$ cat config.mk
export PLATFORM = sky130hd
export DESIGN_NAME = swan128k256_word_io
export DESIGN_NICKNAME = d
export VERILOG_FILES = /design/src/rtl/swan_pkg.sv /design/src/rtl/swan_word_pack.sv /design/src/rtl/swan128k256_word_io.sv
export SDC_FILE = /design/constraint.sdc
export NUM_CORES = 1
export LEC_CHECK = 0
export CAP_MARGIN = 20
export CORE_MARGIN = 5
export CORE_UTILIZATION = 45
export CTS_CLUSTER_SIZE = 30
export DETAILED_ROUTE_END_ITERATION = 12
export GPL_TIMING_DRIVEN = 0
export PLACE_DENSITY = 0.83
export SKIP_CTS_REPAIR_TIMING = 1
export SYNTH_ARGS = -nofsm -noshare
export SYNTH_HDL_FRONTEND = slang
export SYNTH_SLANG_ARGS = --single-unit
export TNS_END_PERCENT = 10
$ cat constraint.sdc
create_clock -name clk -period 6.9 [get_ports clk]
set_clock_uncertainty 0.2 [all_clocks]
set_input_delay 1.38 -clock clk [delete_from_list [all_inputs] [get_ports clk]]
set_output_delay 1.38 -clock clk [all_outputs]
set_load 0.02 [all_outputs]
$ cat src/rtl/swan_pkg.sv
// Shared widths, word counts and controller states for the SWAN-128/256 word front end.
package swan_pkg;

  localparam int WORD_SIZE       = 32;
  localparam int BLOCK_SIZE      = 128;
  localparam int KEY_SIZE        = 256;
  localparam int WORDS_PER_BLOCK = BLOCK_SIZE / WORD_SIZE;
  localparam int WORDS_PER_KEY   = KEY_SIZE / WORD_SIZE;

  typedef enum logic [1:0] {
    LOAD  = 2'd0,
    START = 2'd1,
    BUSY  = 2'd2,
    DRAIN = 2'd3
  } state_e;

endpackage

$ cat src/rtl/swan_word_pack.sv
// Word-indexed big-endian load register: each write lands at the current word slot,
// the slot counter wraps after the last word, full flag tracks a complete fill.
module swan_word_pack
  import swan_pkg::*;
#(
  parameter  int WORDS  = WORDS_PER_BLOCK,
  parameter  int WORD_W = WORD_SIZE,
  localparam int CW     = $clog2(WORDS)
) (
  input  logic                    clk_i,
  input  logic                    rst_ni,
  input  logic                    wr_i,
  input  logic [0:WORD_W-1]       data_i,
  output logic [0:WORDS*WORD_W-1] reg_o,
  output logic [CW-1:0]           cnt_o,
  output logic                    last_o,
  output logic                    full_o
);

  logic [0:WORDS*WORD_W-1] reg_q, reg_d;
  logic [CW-1:0]           cnt_q, cnt_d;
  logic                    full_q, full_d;
  logic                    last;

  assign last = (cnt_q == CW'(WORDS - 1));

  always_comb begin
    reg_d  = reg_q;
    cnt_d  = cnt_q;
    full_d = full_q;
    if (wr_i) begin
      reg_d[int'(cnt_q) * WORD_W +: WORD_W] = data_i;
      // Starting a new fill invalidates the previous one until it completes again.
      if (cnt_q == '0) full_d = 1'b0;
      if (last) begin
        full_d = 1'b1;
        cnt_d  = '0;
      end else begin
        cnt_d = cnt_q + 1'b1;
      end
    end
  end

  always_ff @(posedge clk_i or negedge rst_ni) begin
    if (!rst_ni) begin
      reg_q  <= '0;
      cnt_q  <= '0;
      full_q <= 1'b0;
    end else begin
      reg_q  <= reg_d;
      cnt_q  <= cnt_d;
      full_q <= full_d;
    end
  end

  assign reg_o  = reg_q;
  assign cnt_o  = cnt_q;
  assign last_o = last;
  assign full_o = full_q;

endmodule

$ cat src/rtl/swan128k256_word_io.sv
// 32-bit word-stream wrapper around a serial SWAN-128/256 core: packs key and block,
// kicks the core, and streams the 128-bit result back out as four words.
//
// state | meaning
// LOAD  | accept key words (no partial block) and data words (key loaded)
// START | one-cycle core_start pulse, core_ready ignored
// BUSY  | wait for core_ready, then capture core_out
// DRAIN | emit four result words on m_* stream
module swan128k256_word_io
  import swan_pkg::*;
(
  input  logic                  clk,
  input  logic                  rst,
  input  logic                  s_valid,
  output logic                  s_ready,
  input  logic [0:WORD_SIZE-1]  s_data,
  input  logic                  s_is_key,
  output logic                  m_valid,
  input  logic                  m_ready,
  output logic [0:WORD_SIZE-1]  m_data,
  output logic                  m_last,
  output logic                  core_start,
  output logic [0:KEY_SIZE-1]   core_key,
  output logic [0:BLOCK_SIZE-1] core_inp,
  input  logic                  core_ready,
  input  logic [0:BLOCK_SIZE-1] core_out
);

  state_e                 state_q, state_d;
  logic [0:BLOCK_SIZE-1]  out_q, out_d;
  logic [1:0]             ocnt_q, ocnt_d;

  logic                   key_wr, data_wr;
  logic                   key_loaded;
  logic [1:0]             dcnt;
  logic                   blk_last;
  logic [2:0]             key_cnt_unused;
  logic                   key_last_unused;
  logic                   blk_full_unused;

  assign key_wr  = s_valid & s_ready & s_is_key;
  assign data_wr = s_valid & s_ready & ~s_is_key;

  swan_word_pack #(.WORDS(WORDS_PER_KEY), .WORD_W(WORD_SIZE)) u_key_pack (
    .clk_i  (clk),
    .rst_ni (rst),
    .wr_i   (key_wr),
    .data_i (s_data),
    .reg_o  (core_key),
    .cnt_o  (key_cnt_unused),
    .last_o (key_last_unused),
    .full_o (key_loaded)
  );

  swan_word_pack #(.WORDS(WORDS_PER_BLOCK), .WORD_W(WORD_SIZE)) u_blk_pack (
    .clk_i  (clk),
    .rst_ni (rst),
    .wr_i   (data_wr),
    .data_i (s_data),
    .reg_o  (core_inp),
    .cnt_o  (dcnt),
    .last_o (blk_last),
    .full_o (blk_full_unused)
  );

  always_comb begin
    state_d    = state_q;
    out_d      = out_q;
    ocnt_d     = ocnt_q;
    s_ready    = 1'b0;
    core_start = 1'b0;
    m_valid    = 1'b0;
    m_data     = '0;
    m_last     = 1'b0;
    case (state_q)
      LOAD: begin
        // A key reload mid-block would change the key under a half-built block.
        s_ready = s_is_key ? (dcnt == 2'd0) : key_loaded;
        if (s_valid && s_ready && !s_is_key && blk_last) state_d = START;
      end
      START: begin
        core_start = 1'b1;
        state_d    = BUSY;
      end
      BUSY: begin
        if (core_ready) begin
          out_d   = core_out;
          state_d = DRAIN;
        end
      end
      DRAIN: begin
        m_valid = 1'b1;
        m_data  = out_q[int'(ocnt_q) * WORD_SIZE +: WORD_SIZE];
        m_last  = (ocnt_q == 2'(WORDS_PER_BLOCK - 1));
        if (m_ready) begin
          if (m_last) begin
            ocnt_d  = 2'd0;
            state_d = LOAD;
          end else begin
            ocnt_d = ocnt_q + 2'd1;
          end
        end
      end
      default: state_d = LOAD;
    endcase
  end

  always_ff @(posedge clk or negedge rst) begin
    if (!rst) begin
      state_q <= LOAD;
      out_q   <= '0;
      ocnt_q  <= 2'd0;
    end else begin
      state_q <= state_d;
      out_q   <= out_d;
      ocnt_q  <= ocnt_d;
    end
  end

endmodule

==> impl_metrics.json <==
{
  "netlist_area_sq_mm": 0.0229,
  "synth_warnings": 0,
  "htreeDepth": 2,
  "p_leak_nw": 14.6,
  "max_slew_margin_pct": 26.9,
  "cpPeakStageDelay_ns": 0.73,
  "hold_viol": 0,
  "status": "finished clean",
  "cts_buffer_depth": 3,
  "dp_slack_ns": 2.39,
  "synth_area_per_cell_sq_um": 12.8,
  "clkLatencyLatePin_ns": 0.60,
  "power.total_w": 0.00635,
  "crit_start": "ocnt_q[1]",
  "worst_path_max_delay_cell": "clkbuf_1",
  "tns_ns": 0,
  "dieWidth_microns": 236,
  "ys_ff_latch": 522,
  "start_util_pct": 45.6,
  "antenna_left": 0,
  "grt_max_degree": 123,
  "fin_util_pct": 62.3,
  "yosysUniqueCellTypes": 36,
  "wl_microns": 80400,
  "period_minus_slack_ns": 4.78,
  "syn2layout_area_growth_pct": 36.5,
  "rr_worst_depth": 7,
  "worstPathMaxFanout": 10,
  "cts_root_buf": "clkbuf_16",
  "drt-initial-drc-count": 1414,
  "layout_commonest_cell": "clkdlybuf4s50_1",
  "crit_required_ns": 5.32,
  "r2r_start": "u_blk_pack.cnt_o[0]",
  "crit_chain": "clkbuf_1, clkbuf_1, mux4_2, and2_1, clkdlybuf4s50_1",
  "setup_slack_ns": 2.12,
  "critPathKind": "reg2out",
  "path_common_cell": "clkbuf_1",
  "layout-drive-gt1-share_pct": 21.6,
  "num_io_pins": 586,
  "antenna_found_initial": 5,
  "cts.sinks": 522,
  "hold_depth": 1,
  "grt_pass1_wl_microns": 120000,
  "worstSetupEndpointType": "output port",
  "setup_viol": 0,
  "final.period_utilization_pct": 69.3,
  "fp.dieH_microns": 236,
  "cp_data_arrival_time_ns": 3.20,
  "dr.pass1.iters": 5,
  "startpoint_type": "flop",
  "grt_setup_unrepaired": "false",
  "syn-num-nets": 1981,
  "io_buffers": 553,
  "layout_common_cells": "clkdlybuf4s50_1 (552), dfrtp_1 (522), mux2_2 (232)",
  "dieArea_sq_mm": 0.0556,
  "wire_per_inst_microns": 25.7,
  "post-dp-hpwl_microns": 59500,
  "ir_worst_vdd_uv": 192,
  "slew_violations": 0,
  "power_density_mw_per_mm2": 203,
  "track_usage_pct": 28.1,
  "clk_pin_slew_worst_paths_ns": 0.06,
  "numCtsBuffers": 55,
  "yosysSeqAreaShare_pct": 56.9,
  "rows": 82,
  "core_area_sq_mm": 0.0503,
  "syn_inst": 1799,
  "fmax_mhz": 209,
  "fin_nets": 2595,
  "place_congestion": 0.947,
  "cts_tree": "built",
  "grt_pass1_vias": 18739,
  "grt_overflow": 0,
  "tightest_slew_ns": 1.10,
  "hp-class": "reg2reg",
  "cap_viol_max_count": 0,
  "vias_per_cell": 5.61,
  "vias": 17567,
  "holdCritStartpoint": "out_q[88]",
  "drc": 0
}
-- synthesized netlist by cell type (all sizes together) --
master	number	share of area (%)
a21boi	34	1.1
and4	1	0.049
nand4b	2	0.076
and3	4	0.17
nand4	162	4.4
nor3	1	0.022
buf	76	2.3
a2111oi	1	0.038
nor2	7	0.11
inv	168	2.7
nand2b	2	0.055
or3	1	0.027
o21ai	165	3.6
a21o	1	0.033
mux2	323	17
and3b	1	0.038
nor2b	4	0.11
nand3b	1	0.033
and2	135	3.7
ha	16	0.87
mux4	32	3.1
and4b	1	0.044
dfrtp	522	57
nand2	7	0.11
a31o	32	1.2
a221o	1	0.044
a21oi	2	0.044
clkbuf	97	1.6
-- state kept, by name, summed over array words and instances (netlist names) --
signal / count
u_key_pack.reg_o: 256
out_q: 128
u_blk_pack.reg_o: 128
u_key_pack.cnt_o: 3
ocnt_q: 2
state_q: 2
u_blk_pack.cnt_o: 2
u_key_pack.full_o: 1
-- metal layers --
metal | wire length (microns) | global-route usage [%] | part of all wire (%)
met1 | 28900 | 32.5 | 36
met4 | 4430 | 13.7 | 5.5
met5 | 27 | 0 | 0.034
met3 | 7510 | 8.68 | 9.3
met2 | 39400 | 47.6 | 49
-- cells by family after synthesis --
kind of cell | after synthesis | share of synthesized area [%]
flip-flops | 522 | 56.9
multiplexers | 355 | 20.5
buffers and inverters | 341 | 6.66
AND/OR/NAND/NOR | 329 | 8.96
AO/OA/AOI/OAI | 236 | 6.09
adder cells (fa/ha/maj) | 16 | 0.873
-- stage by stage --
stage | area [sq um] | hold WS (ns) | std cells
3_3_place_gp | 29300 | 0.269 | 3024
5_1_grt | 31300 | 0.317 | 3129
6_report | 31300 | 0.300 | 3129
2_1_floorplan | 22900 | 0.274 | 1799
4_1_cts | 31300 | 0.301 | 3127
3_5_place_dp | 29400 | 0.282 | 3028
-- final timing paths --
path                                         endpoint  slack, ns
worst max-delay path                       m_data[17]       2.12
worst min-delay path                        out_q[88]       0.30
worst max register to register   u_key_pack.reg_o[22]       3.85
worst min register to register              out_q[88]       0.30
max in group asynchronous                   ocnt_q[0]       4.24
min in group asynchronous       u_key_pack.reg_o[139]       0.60
-- cell type report --
class	instances	area, sq um
fill	3715	19000
sequential	522	13100
multi-input combinational	936	8350
timing repair buffer	557	5650
clock buffer	83	1670
buffer	173	897
tap	672	841
inverter	168	631
clock inverter	16	206
antenna	2	5.00
-- worst max-delay path, delay by kind of cell (launching register included) --
kind / cells / cell delay (ns)
DFF: 1 / 0.35
buffers and inverters: 3 / 1.69
muxes: 1 / 0.35
and+or+nand+nor: 1 / 0.21
-- where the power goes --
part	switching (W)	total, W	internal (W)
clock network	0.00126	0.00308	0.00182
logic	0.000128	0.000206	0.0000783
registers	0	0.00306	0.00306
total	0.00139	0.00635	0.00496
(Power assumes the default switching activity.)
